--- config.mk ---
export PLATFORM = sky130hd
export DESIGN_NAME = imm_extend_pipe
export DESIGN_NICKNAME = d
export VERILOG_FILES = /design/src/rtl/imm_extend_pipe.sv
export SDC_FILE = /design/constraint.sdc
export NUM_CORES = 1
export LEC_CHECK = 0
export ABC_AREA = 0
export BUFFER_PORTS_ARGS = -buffer_cell sky130_fd_sc_hd__clkbuf_2
export CORE_UTILIZATION = 35
export DETAILED_ROUTE_END_ITERATION = 12
export PLACE_DENSITY = 0.52
export SLEW_MARGIN = 20
export SYNTH_ARGS = -nofsm -noshare
export SYNTH_HDL_FRONTEND = slang
export SYNTH_SLANG_ARGS = --single-unit
--- constraint.sdc ---
create_clock -name clk -period 1.85 [get_ports clk]
set_input_delay 0 -clock clk [delete_from_list [all_inputs] [get_ports clk]]
set_output_delay 0 -clock clk [all_outputs]
set_load 0.02 [all_outputs]
--- src/rtl/imm_extend_pipe.sv ---
// imm_extend_pipe: RISC-V immediate extraction behind a two-entry valid/ready skid buffer
module imm_extend_pipe #(
  parameter int DATA_WIDTH    = 32,
  parameter int IMM_SRC_WIDTH = 3,
  parameter int CNT_WIDTH     = 8
) (
  input  logic                     clk,
  input  logic                     rst_n,
  input  logic [31:0]              Instr,
  input  logic [IMM_SRC_WIDTH-1:0] ImmSrc,
  input  logic                     InValid,
  output logic                     InReady,
  input  logic                     Flush,
  output logic                     OutValid,
  input  logic                     OutReady,
  output logic [DATA_WIDTH-1:0]    ImmOp,
  output logic                     ImmErr,
  output logic [CNT_WIDTH-1:0]     ErrCnt
);
  logic [63:0]           w;
  logic                  err_d;
  logic [DATA_WIDTH-1:0] imm_d;
  logic                  acc;
  logic                  sv;
  logic [DATA_WIDTH-1:0] s_op;
  logic                  s_err;
  logic                  unused_bits;
  assign err_d       = ImmSrc > IMM_SRC_WIDTH'(6);
  assign imm_d       = w[DATA_WIDTH-1:0];
  assign acc         = InValid && InReady && !Flush;
  assign unused_bits = ^{Instr[6:0], w};
  // Decode at 64 bits and truncate, so sign extension is right for either width
  always_comb begin
    w = {{52{Instr[31]}}, Instr[31:20]};
    case (ImmSrc)
      IMM_SRC_WIDTH'(1): w = {{52{Instr[31]}}, Instr[31:25], Instr[11:7]};
      IMM_SRC_WIDTH'(2): w = {{52{Instr[31]}}, Instr[7], Instr[30:25], Instr[11:8], 1'b0};
      IMM_SRC_WIDTH'(3): w = {{32{Instr[31]}}, Instr[31:12], 12'b0};
      IMM_SRC_WIDTH'(4): w = {{44{Instr[31]}}, Instr[19:12], Instr[20], Instr[30:21], 1'b0};
      IMM_SRC_WIDTH'(5): w = {58'b0, DATA_WIDTH == 64 && Instr[25], Instr[24:20]};
      IMM_SRC_WIDTH'(6): w = {59'b0, Instr[19:15]};
      default: ;
    endcase
  end
  // Output stage refills from the skid entry first; a new beat lands in the skid only under backpressure
  always_ff @(posedge clk) begin
    if (!rst_n) begin
      OutValid <= 1'b0;
      ImmOp    <= '0;
      ImmErr   <= 1'b0;
      InReady  <= 1'b1;
      sv       <= 1'b0;
      s_op     <= '0;
      s_err    <= 1'b0;
    end else if (Flush) begin
      OutValid <= 1'b0;
      sv       <= 1'b0;
      InReady  <= 1'b1;
    end else if (!OutValid || OutReady) begin
      OutValid <= sv || acc;
      ImmOp    <= sv ? s_op : acc ? imm_d : ImmOp;
      ImmErr   <= sv ? s_err : acc ? err_d : ImmErr;
      sv       <= 1'b0;
      InReady  <= 1'b1;
    end else if (acc) begin
      s_op    <= imm_d;
      s_err   <= err_d;
      sv      <= 1'b1;
      InReady <= 1'b0;
    end
  end
  // Saturating count of accepted illegal-select beats; flush does not touch it
  always_ff @(posedge clk) begin
    if (!rst_n) ErrCnt <= '0;
    else if (acc && err_d && ErrCnt != '1) ErrCnt <= ErrCnt + 1'b1;
  end
endmodule

After elaboration in Yosys (flattened, before gate mapping)
Cells that the tools add are included.

storage, ports and cells
  flip-flop bits (word level) = 77
  bits in latches = 0
  bits in writable memories = 0
  ROM bits = 0
  output and inout bits = 43
  memories kept = 0

operators by class
  $add $sub $neg = 1
  $mul = 0
  divide/modulo/power cells = 0
  $lt $le $gt $ge = 1
  equality and inequality tests = 7
  shift operators = 0
  multiplexer cells = 5
  bitwise operators = 3
  reductions and logical operators = 13

operators by type and width
  cell                                                   number
  one-hot mux 32 bit (6 select lines)                    1
  2-to-1 mux 32 bit                                      2
  == test 3 bit (second input constant)                  3
  adder 8 x 1 -> 8 bit (second input constant)           1
  inequality test 8 bit (second input constant)          1
  == test 3 x 2 -> 1 bit (second input constant)         2
  AND reduction 3 bit                                    2
  logical AND 1 bit                                      4
  == test 3 x 1 -> 1 bit (second input constant)         1
  greater-than comparator 3 bit (second input constant)  1
  inverter 1 bit                                         3
  OR reduction 3 bit                                     1
  zero test 1 bit                                        2
  logical OR 1 bit                                       2
  2-to-1 mux 1 bit                                       2
  nonzero test 2 bit                                     1
  OR reduction 2 bit                                     1

Longest topological paths before layout
  word-level depth = 4
  mapped depth = 7
  gate-level depth less buffers = 5

Worst setup path after synthesis
No wires, ideal clock.

  path type = register -> register
  from = reg InReady
  to = reg ImmOp[1]
  library setup time = 0.139 ns
  arrival = 1.582 ns
  required time = 1.711 ns
  slack = 0.129 ns
  stages on the path, launching flop included = 8
  buffers on the path = 3
  path through = dfxtp_1 > a21oi_2 > or3_4 > buf_2 > buf_2 > buf_2 > nand3_1 > o221ai_1

between the ends
  cells in the longest elaborated chain, start to end = 4

RTL lines
  what                             line  text
  from (decl)                      12    output logic InReady,
  from (signal assigned)           51    InReady <= 1'b1;
  from (signal assigned)           58    InReady <= 1'b1;
  from (signal assigned)           64    InReady <= 1'b1;
  logical AND 1 bit (2 in series)  30    assign acc = InValid && InReady && !Flush;
  nonzero test 2 bit (no line)     -
  AND reduction 3 bit (no line)    -
  to (signal assigned)             61    ImmOp <= sv ? s_op : acc ? imm_d : ImmOp;
  to (decl)                        16    output logic [DATA_WIDTH-1:0] ImmOp,

No other way between the ends.
A chain may end at the register's enable or synchronous reset.

Worst setup path in the final report
  from = reg OutValid
  to = reg ImmOp[3]

between the ends
  cells in the longest elaborated chain, start to end = 3

RTL lines
  what                           line  text
  from (decl)                    14    output logic OutValid,
  from (signal assigned)         60    OutValid <= sv || acc;
  zero test 1 bit                59    end else if (!OutValid || OutReady) begin
  logical OR 1 bit               59
  AND reduction 3 bit (no line)  -

No other way between the ends.

==> reports/results.ini <==
[yosys]
yosys_most_used_dff=dfxtp_1
synth_compound_area_share_pct=28.3
syn_avg_cell_area_um2=8.56
synthArstFlopShare_pct=0
synth_area_um2=3620
synth_cell_type_count=48
synth_top_family_by_area=compound AO/OA/AOI/OAI gates
synth_edf_count=0
synth_seq_cells=77
synth-xor-area-share_pct=0.484
synth_fa_ha_area_share_pct=0.346
synthMuxAreaShare_pct=0.829
yosys_warnings=0
syn_inst=423
synth_fp_nets=464
seq_area_frac_synth_pct=42.6
synth-simple-area-share_pct=22.1

[pwr]
clock_power_share_pct=31.4
swShare_pct=28.2
power.density_nw_per_um2=737
leakagePower_nw=1.79
peakVddDrop_mv=0.277
p_comb_share_pct=16.3
cellInternalPower_mw=2.39
seqPwrFrac_pct=52.2
total_power_mw=3.33
switching_power_mw=0.938

[timing]
hold_violations=0
timing.final.crit_share_pct=95.3
fin_crit_ns=1.76
max_freq_mhz=567
max-slew-margin-rel_pct=66.9
setup_viol=0
clock_skew_ns=0.00942
drv_slew=0
rsz0062_at_grt=true
worstMarginPinSlew_ns=0.494

[worst_setup_path]
startpoint_type=flop
critical_path.endpoint=ImmOp[3]
endpoint_kind=flop
reg2reg_from=OutValid
r2r_cells=6
path_max_fanout=14
startpoint=OutValid
crit_required_ns=2.12
regToRegSetupSlack_ns=0.09
path_class=reg -> reg
reg2reg_to=ImmOp[3]
cp_data_arrival_time_ns=2.03

[clock_tree]
cts.sinks=77
cts-root-buf=clkbuf_8
numCtsBuffers=9
cts_max_level=3
clk_pin_slew_worst_paths_ns=0.08
cts_buffer_depth=2
cts_tree=built
clk_latency_ns=0.34

[drt]
vias_per_cell=5.52
drt_iter0_markers=175
drtAntennaViolNets=0
wl_per_cell_um=16.4
drc_errors=0
dr.pass1.iters=4
wl_um=10600
vias=3552

[floorplan]
dieHeight_um=104
placementRows=36
die-area_um2=10800
ios=83
coreArea_um2=9910
chipWidth_um=104
start_util_pct=36.5

[finish]
antenna_cells=0
final_common_cell=dfxtp_1
fin_nets=548
fillerInstances=1016
syn2layout_area_growth_pct=24.7
final_util_pct=45.6
layout_common_cells=77 x dfxtp_1, 75 x clkbuf_2, 46 x o21ai_0
layout-drive-gt1-share_pct=28.4

[global_routing]
antenna_found_initial=0
grt_max_degree=39
grt_pass1_vias=3373
grt.overflow.total=0
grtUsageTotal_pct=19.6
grt_pass1_wl_um=17200

[placement]
place.gp.congestion=0.739
portBuffers=75
dpl.hpwl_um=7070

[status]
status=finished, final reports clean

[worst_hold_path]
hold_class=in -> reg

[job]
maxCapViolCount=0

## registers in the layout, indices dropped and copies added (netlist names)
register  flops
ErrCnt        8
ImmErr        1
ImmOp        32
InReady       1
OutValid      1
s_err         1
s_op         32
sv            1
## metal layers
layer	part of all wire (%)	track usage, %
met4	1.9	7.65
met2	46	32.5
met3	4.2	2.96
met5	0	0
met1	48	25.8
## cells by family after synthesis
kind of cell               count (synthesis)
DFF                                       77
adders and majority gates                  1
xor gates and xnor gates                   2
muxes                                      3
buffers and inverters                     45
AOI/OAI and AO/OA                        146
and+or+nand+nor                          149
## critical path, cell delays in order (launching register included)
cell and delay (ns):
dfxtp_1 0.32, nor2b_4 0.12, or3_4 0.41, buf_12 0.15, or3_4 0.34, buf_12 0.17, o221ai_1 0.17
## cells in the mapped netlist, types with 2 or more instances
cell       number  share of area (%)
inv_1           6               0.62
nand2b_1        2               0.35
clkbuf_1       20                2.1
nor3_1          8                1.1
a21oi_1        30                4.1
nand4_1        10                1.7
a221oi_1        7                1.7
and2_1          3               0.52
and3_1          3               0.52
o211ai_2        9                3.1
a311oi_1        2               0.48
and4_1          2               0.48
nor2b_1        14                2.4
a31o_2          9                2.2
nand2_1        24                2.5
o211a_1         2               0.55
nor2_1         26                2.7
buf_1           3               0.31
a211oi_1       11                2.3
dfxtp_1        77                 43
a22o_1          5                1.2
buf_2          15                2.1
nand3_1        38                5.3
nor3b_1        11                2.3
o21ai_0        46                6.4
a222oi_1        4                1.1
a2111oi_0      10                2.4
mux2i_1         3               0.83
o221ai_1        4               0.97
## final cells by class
type / instances / area [um^2] / area share [%]
clock buffers: 11 / 131 / 2.91
clock inverters: 3 / 15.0 / 0.333
inverters: 6 / 22.5 / 0.499
multi-input cells: 301 / 1910 / 42.4
flip-flops and latches: 77 / 1540 / 34.1
well taps: 133 / 166 / 3.69
repair buffers: 112 / 726 / 16.1
## stage by stage
step / TNS, ns / cells / area [um^2] / setup slack (ns) / hold slack, ns
6_report: 0 / 643 / 4520 / 0.0872 / 0.0206
5_1_grt: -0.00306 / 643 / 4520 / -0.00306 / 0.0496
4_1_cts: 0 / 636 / 4400 / 0.0352 / 0.00999
3_5_place_dp: -3.58 / 615 / 4170 / -0.311 / 0.257
3_3_place_gp: -2.85 / 615 / 4170 / -0.248 / 0.243
2_1_floorplan: 0 / 423 / 3620 / 0.129 / 0.100
## worst min-delay path by stage
stage          startpoint       to  slack, ns  depth (start not counted)
4_1_cts             Flush       sv       0.01                          3
5_1_grt             Flush       sv       0.05                          3
3_5_place_dp      InValid  InReady       0.26                          2
6_report            Flush       sv       0.02                          3
2_1_floorplan     InValid  InReady       0.10                          1
3_3_place_gp      InValid  InReady       0.24                          2
## power groups by stage
stage                     logic, mW  registers (mW)  clock network [mW]
after floorplan               0.255            1.83                   0
after global placement        0.493            1.78                   0
after detailed placement      0.496            1.78                   0
after CTS                     0.514            1.74                1.08
after global routing          0.592            1.75                1.14
final                         0.543            1.74                1.05
## what timing repair did
action,CTS,global route
resized for setup,4,7
hold buffers,7,0
setup endpoints to repair,25,40
buffers inserted,0,6
hold endpoints to repair,11,0
pin swaps,0,2
gates cloned,0,1
No activity file was read; power rests on OpenSTA's default activity.
